`src/rtl/fifo_ctrl.sv`:
```
// fifo_ctrl: synchronous FIFO controller for an external dual-port RAM
// (one synchronous write port, one asynchronous read port).
// Owns the pointers, occupancy count, status flags and flush, and exposes
// valid/ready push and pop interfaces.
// Optional feature macro: FIFO_CTRL_HIGH_WATER_EN adds o_high_water, the peak
// occupancy seen since reset.
module fifo_ctrl #(
    parameter int unsigned DATA_WIDTH  = 8,
    parameter int unsigned DEPTH       = 8,
    parameter int unsigned ALMOST_FULL = 6
) (
    input  logic                       clk,
    input  logic                       rst,
    input  logic                       i_flush,
    input  logic                       i_push_valid,
    output logic                       o_push_ready,
    input  logic [DATA_WIDTH-1:0]      i_push_data,
    output logic                       o_pop_valid,
    input  logic                       i_pop_ready,
    output logic [DATA_WIDTH-1:0]      o_pop_data,
    output logic                       o_ram_wr_en,
    output logic [$clog2(DEPTH)-1:0]   o_ram_wr_addr,
    output logic [DATA_WIDTH-1:0]      o_ram_wr_data,
    output logic                       o_ram_rd_en,
    output logic [$clog2(DEPTH)-1:0]   o_ram_rd_addr,
    input  logic [DATA_WIDTH-1:0]      i_ram_rd_data,
    output logic [$clog2(DEPTH):0]     o_count,
    output logic                       o_full,
    output logic                       o_empty,
    output logic                       o_almost_full
`ifdef FIFO_CTRL_HIGH_WATER_EN
    ,
    output logic [$clog2(DEPTH):0]     o_high_water
`endif
);

    localparam int unsigned AW = $clog2(DEPTH);
    localparam int unsigned CW = AW + 1;

    logic [CW-1:0] wr_ptr_q, wr_ptr_d;
    logic [CW-1:0] rd_ptr_q, rd_ptr_d;
    logic [CW-1:0] count_c;
    logic          full_c;
    logic          empty_c;
    logic          push_ready_c;
    logic          pop_valid_c;
    logic          push_fire_c;
    logic          pop_fire_c;

    // Status derived from registered pointers only (extra pointer MSB tells full from empty)
    always_comb begin
        count_c = wr_ptr_q - rd_ptr_q;
        empty_c = (wr_ptr_q == rd_ptr_q);
        full_c  = (wr_ptr_q[CW-1] != rd_ptr_q[CW-1]) &&
                  (wr_ptr_q[AW-1:0] == rd_ptr_q[AW-1:0]);
    end

    // Handshakes; flush blocks both sides for the cycle it is asserted
    always_comb begin
        push_ready_c = !full_c && !i_flush;
        pop_valid_c  = !empty_c && !i_flush;
        push_fire_c  = i_push_valid && push_ready_c;
        pop_fire_c   = pop_valid_c && i_pop_ready;
    end

    // Next-state pointers; flush wins over push and pop
    always_comb begin
        wr_ptr_d = wr_ptr_q;
        rd_ptr_d = rd_ptr_q;
        if (i_flush) begin
            wr_ptr_d = '0;
            rd_ptr_d = '0;
        end else begin
            if (push_fire_c) begin
                wr_ptr_d = wr_ptr_q + CW'(1);
            end
            if (pop_fire_c) begin
                rd_ptr_d = rd_ptr_q + CW'(1);
            end
        end
    end

    // Pointer registers
    always_ff @(posedge clk or posedge rst) begin
        if (rst) begin
            wr_ptr_q <= '0;
            rd_ptr_q <= '0;
        end else begin
            wr_ptr_q <= wr_ptr_d;
            rd_ptr_q <= rd_ptr_d;
        end
    end

    assign o_push_ready  = push_ready_c;
    assign o_pop_valid   = pop_valid_c;
    assign o_pop_data    = pop_valid_c ? i_ram_rd_data : '0;
    assign o_ram_wr_en   = push_fire_c;
    assign o_ram_wr_addr = wr_ptr_q[AW-1:0];
    assign o_ram_wr_data = i_push_data;
    assign o_ram_rd_en   = pop_valid_c;
    assign o_ram_rd_addr = rd_ptr_q[AW-1:0];
    assign o_count       = count_c;
    assign o_full        = full_c;
    assign o_empty       = empty_c;
    assign o_almost_full = (count_c >= CW'(ALMOST_FULL));

`ifdef FIFO_CTRL_HIGH_WATER_EN
    logic [CW-1:0] high_water_q, high_water_d;
    logic [CW-1:0] count_d;

    // Peak tracker looks at the upcoming count; flush does not clear it
    always_comb begin
        count_d      = wr_ptr_d - rd_ptr_d;
        high_water_d = (count_d > high_water_q) ? count_d : high_water_q;
    end

    // High-water register, cleared by reset only
    always_ff @(posedge clk or posedge rst) begin
        if (rst) begin
            high_water_q <= '0;
        end else begin
            high_water_q <= high_water_d;
        end
    end

    assign o_high_water = high_water_q;
`endif

    // A stalled push must hold its payload until accepted or withdrawn
    push_data_stable_a: assert property (
        @(posedge clk) disable iff (rst)
        (i_push_valid && !o_push_ready) |=> (!i_push_valid || $stable(i_push_data))
    );

endmodule

```
`config.mk`:
```
export PLATFORM = sky130hd
export DESIGN_NAME = fifo_ctrl
export DESIGN_NICKNAME = d
export VERILOG_FILES = /design/src/rtl/fifo_ctrl.sv
export SDC_FILE = /design/constraint.sdc
export NUM_CORES = 1
export LEC_CHECK = 0
export ABC_CLOCK_PERIOD_IN_PS = 5400
export BUFFER_PORTS_ARGS = -buffer_cell sky130_fd_sc_hd__clkbuf_2
export CORE_MARGIN = 2
export CORE_UTILIZATION = 24
export DETAILED_ROUTE_END_ITERATION = 10
export PLACE_DENSITY = 0.6
export SLEW_MARGIN = 20
export SYNTH_ARGS = -nofsm -noshare
export SYNTH_HDL_FRONTEND = slang
export SYNTH_SLANG_ARGS = --single-unit
```
`constraint.sdc`:
```
create_clock -name clk -period 5.4 [get_ports clk]
set_input_delay 0.54 -clock clk [delete_from_list [all_inputs] [get_ports clk]]
set_output_delay 0.54 -clock clk [all_outputs]
set_load 0.01 [all_outputs]
```
# Word level (Yosys, flattened, before mapping)
# Index checks and enable logic that the tools add are counted.
# totals
mem_bits_rw,0
mem_count,0
out_inout_bits,33
register_bits,8
in_bits,21
latch_bits,0
elab_cells,24
rom_bits,0
# classes
div,0
add_sub_neg,3
n_reduce_logical,10
bitwise,0
n_eq_ne,3
magnitude_cmp,1
mul,0
shifts,0
muxes,5
# ops
cell,n
4-bit 2-to-1 mux,4
"4-bit by 1-bit adder with 4-bit output, second input constant",2
8-bit 2-to-1 mux,1
1-bit logical AND,5
4-bit equality test,1
"4-bit by 3-bit >= comparator with 1-bit output, second input constant",1
2-bit nonzero test,2
4-bit subtractor,1
3-bit equality test,1
1-bit zero test,3
1-bit != test,1

# Depth between registers and ports, before layout
# logic_depth
depth_word,7
depth_mapped,6
mapped_depth_nobuf,6

# Least setup slack after synthesis
# Ideal clock, no wire load.
# synth_path
path_type,register -> output
startpoint,reg wr_ptr_q[0]
endpoint,out o_pop_data[0]
required_time_ns,4.860
path_buffers,1
setup_slack_ns,3.273
arrival_ns,1.587
stages_incl_launch_ff,7
path_cell_list,dfrtp_1 inv_1 ha_1 and3_1 buf_2 a21oi_2 and2_1
# synth_via
elab_chain_cells,4
# synth_lines
item,line,rtl
start: declaration,40,"logic [CW-1:0] wr_ptr_q, wr_ptr_d;"
start signal: assignment,89,wr_ptr_q <= wr_ptr_d;
4-bit equality test,53,empty_c = (wr_ptr_q == rd_ptr_q);
1-bit zero test,61,pop_valid_c = !empty_c && !i_flush;
1-bit logical AND,61,
named net o_pop_valid,18,"output logic o_pop_valid,"
8-bit 2-to-1 mux,96,assign o_pop_data = pop_valid_c ? i_ram_rd_data : '0;
end: declaration,20,"output logic [DATA_WIDTH-1:0] o_pop_data,"
# The timed path passes the listed nets, and every way through them passes these cells.

# Final worst setup path
# layout_path
startpoint,reg wr_ptr_q[0]
endpoint,out o_pop_data[1]
# layout_via
elab_chain_cells,4
# layout_lines
item,line
4-bit equality test,53
1-bit zero test,61
1-bit logical AND,61
8-bit 2-to-1 mux,96
# Every way passes these cells.

==> results.txt <==
----------------------------------------------------
[Pwr]
  Switching power share of the total ... 40.6%
  Reported leakage power ... between 0.5 and 0.6 nW
  Final total power ... roughly 0.23 mW
  Cell-internal power ... roughly 0.14 mW
  Power share of the clock group ... 20.6%
  Switching pwr ... 0.0940 mW
  Combinational cell fraction of total power ... 49.1%
  Max VDD drop ... ~0.055 mV
  Power per Cell Area ... 241 nW/um2
  Relative contribution of sequential cells to total power ... 30.3%

[Timing]
  Unrepaired setup endpoints after global routing ... false
  Actual transition at the worst max-transition pin ... 350 ps
  Setup violators final ... 0
  Final count of hold timing violations ... 0
  Setup total negative slack ... 0 ps
  Fin Clk Skew ... 3.07 ps
  Slew Limit Headroom ... around three quarters
  Top achievable clock speed ... just under 0.4 GHz
  Max-slew violation count ... 0
  Minimum clock period ... 2560 ps
  Final worst-path cycle share ... approximately 47%

[Worst hold path]
  Class of the tightest hold or removal check ... input pin to asynchronous set/reset pin

[Die]
  Initial standard-cell utilization of the core ... 24.7%
  Std cell rows ... 21
  Core box area ... 3310 um2
  Die outline area ... 3890 um2
  Die boundary height ... slightly above 60 um
  I/O Pins ... between 50 and 60
  Die width ... just over 60 um

[Clocking]
  CTS Sinks ... 8
  TritonCTS clock tree ... done
  Depth of the CTS H-tree ... 1
  Number of post-CTS setup repair buffers ... 0
  Clock latency on the worst-skew pair ... 260 ps
  CTS Root Cell ... sky130_fd_sc_hd__clkbuf_4
  Maximum count of clock buffers along a single path ... 2
  Post-CTS sizing ... 0
  Reg clk slew, reported paths ... 60 ps
  CTS buffer count ... 3
  Hold-fix buffer count after cts ... 0

[Global route]
  Number of global-route vias before repair ... 633
  Overall Global Routing Usage ... 9.72%
  First-pass GRT wire length ... 2.93 mm
  Largest net degree at the start of global routing ... 18
  Met2 Resource Use GR ... approximately 16%
  Met1 Track Usage GR ... 9.87%
  Final global-route overflow total ... 0
  Initial antenna violation count ... 0
  Met3 track demand over resource in global routing ... 3.99%
  Peak-usage layer in the global routing report ... met2

[Synth]
  Proportion of synthesized chip area in sequential cells ... 24.5%
  Average instance area after synthesis ... 8.51 um2
  Total of warnings raised by yosys ... 0
  EDFF count, synth ... 0
  Main flop type after synthesis ... sky130_fd_sc_hd__dfrtp_1
  Post-synth design cell area ... 817 um2
  Post-synthesis net count ... 123
  Synthesized netlist cell count ... 96
  Ys async rst share ... 100%
  Post-synth cell types ... 28
  Synthesis-stage register bit count ... 8

[Worst setup path]
  Slowest library cell on the worst path ... sky130_fd_sc_hd__dfrtp_1
  Required time of the worst setup path ... between 4000 and 5000 ps
  Setup crit start kind ... flop
  Family with the most delay on the worst path ... simple AND/OR/NAND/NOR gates
  Combined buffer and inverter count along the critical path ... 2
  Critical Path Sink Type ... primary output
  Worst Path Class, Setup ... flop to primary output
  Top fanout value on the critical path ... 10
  Critical path's largest stage delay ... 420 ps
  Data arrival time of the critical path ... 2020 ps
  List of cells traversed by the critical path ... inv_1 -> ha_1 -> and3_1 -> a21oi_2 -> and2_1 -> clkbuf_2

[Placement]
  Post-DP HPWL ... 1.56 mm
  Number of placed instances with taps included ... approximately 160
  Number of input and output port buffers inserted ... 37
  Final RePlAce weighted congestion ... 0.885
  Post-Place Cell Area ... 938 um2

[Finish]
  Utilization of the core after routing ... between 20 and 30%
  Count of placed standard cells in the final layout, fillers left out ... 165
  Filler Cells Inserted ... 367
  Post-route standard cell area excluding fillers ... approximately 960 um2
  Antenna Diode Count ... 0
  Layout-stage area growth over the synthesis result ... 17.6%
  NumNets Final ... between 100 and 150
  Multi-input gate area ... roughly 470 um2
  FF+latch area ... approximately 200 um2
  Proportion of layout cells with a drive suffix above 1 ... 40.3%

[Drt]
  Detail-routed via count per cell ... 4.30
  Final routed wire length divided by cell count ... 11.3 um
  Detailed-routing iteration count for the pre-antenna-repair pass ... 3
  Remaining antenna violation count after routing ... 0
  Total detailed-routing wirelength ... around 1.9 mm
  Post-route DRC ... 0
  DR iter-0 viols ... 25
  Total vias in the final route ... ~700

[Outcome]
  Status ... completed

[Run]
  # Max-Cap Violations ... 0

----------------------------------------------------
per-layer routing:
metal / vias to the layer above / wire [um] / share of wire, %
li1: 348 / - / -
met1: 314 / 737 / 40
met2: 41 / 881 / 47
met3: 6 / 200 / 11
met4: 0 / 38 / 2.0
met5: - / 0 / 0
sequential cells by signal, indices dropped and copies added (netlist names):
signal and count:
rd_ptr_q 4, wr_ptr_q 4
stage by stage:
stage | hold WS (ps) | setup slack, ps
2_1_floorplan | 356 | 3270
3_5_place_dp | 503 | 3120
3_3_place_gp | 503 | 3170
4_1_cts | 220 | 2820
6_report | 215 | 2840
5_1_grt | 221 | 2650
placed cells by master (no fill, tap or decap), drive strengths merged:
cell type	count
xnor2	2
a21boi	2
nand2	3
nand3b	1
fa	1
o2111ai	2
o21ai	1
nand4	2
clkbuf	40
nor2	12
nor2b	4
mux2	6
inv	8
and3	2
nand3	1
ha	5
and2	9
o31ai	2
dfrtp	8
xor2	1
a21oi	7
cells in the mapped netlist (2+ instances only):
library cell | instances | area, um2
sky130_fd_sc_hd__and2_1 | 9 | 56.3
sky130_fd_sc_hd__mux2_2 | 3 | 33.8
sky130_fd_sc_hd__a21oi_1 | 6 | 30.0
sky130_fd_sc_hd__nand2_1 | 3 | 11.3
sky130_fd_sc_hd__o2111ai_1 | 2 | 17.5
sky130_fd_sc_hd__inv_1 | 8 | 30.0
sky130_fd_sc_hd__mux2_1 | 2 | 22.5
sky130_fd_sc_hd__dfrtp_1 | 8 | 200
sky130_fd_sc_hd__nor2b_1 | 4 | 25.0
sky130_fd_sc_hd__and3_1 | 2 | 12.5
sky130_fd_sc_hd__nor2_1 | 12 | 45.0
sky130_fd_sc_hd__ha_1 | 5 | 62.6
sky130_fd_sc_hd__buf_4 | 15 | 113
sky130_fd_sc_hd__nand4_1 | 2 | 12.5
sky130_fd_sc_hd__o31ai_1 | 2 | 15.0
power groups by stage:
stage / Sequential, mW / Clock (mW) / Combinational (mW)
final: 0.0701 / 0.0477 / 0.113
after global routing: 0.0704 / 0.0554 / 0.127
after CTS: 0.0700 / 0.0499 / 0.115
after detailed placement: 0.0711 / 0 / 0.115
after global placement: 0.0709 / 0 / 0.113
after floorplan: 0.0693 / 0 / 0.0859
kinds of logic after synthesis:
logic type	Yosys count	synth area share [%]
buffers and inverters	25	18.5
AOI/OAI and AO/OA	14	11.6
DFF	8	24.5
and+or+nand+nor	34	21.4
adders and majority gates	6	10.1
muxes	6	8.73
xor gates and xnor gates	3	5.05
worst paths after layout:
check / startpoint / to / slack, ps / cells past startpoint
max: wr_ptr_q[0] / o_pop_data[1] / 2840 / 6
min: rst / rd_ptr_q[1] / 220 / 2
min in group clk: i_pop_ready / rd_ptr_q[1] / 580 / 3
max in group asynchronous: rst / wr_ptr_q[3] / 4930 / 2
min reg2reg: rd_ptr_q[1] / rd_ptr_q[1] / 670 / 2
max reg2reg: wr_ptr_q[0] / rd_ptr_q[0] / 3530 / 5
layout make-up:
| cell class | instances | share of cell area (%) |
|---|---|---|
| Sequential cell | 8 | 20.8 |
| Inverter | 8 | 3.12 |
| Multi-Input combinational cell | 63 | 48.4 |
| Tap cell | 46 | 5.99 |
| Timing Repair Buffer | 37 | 19.3 |
| Clock buffer | 3 | 2.34 |
Power figures use the tool's default switching activity.
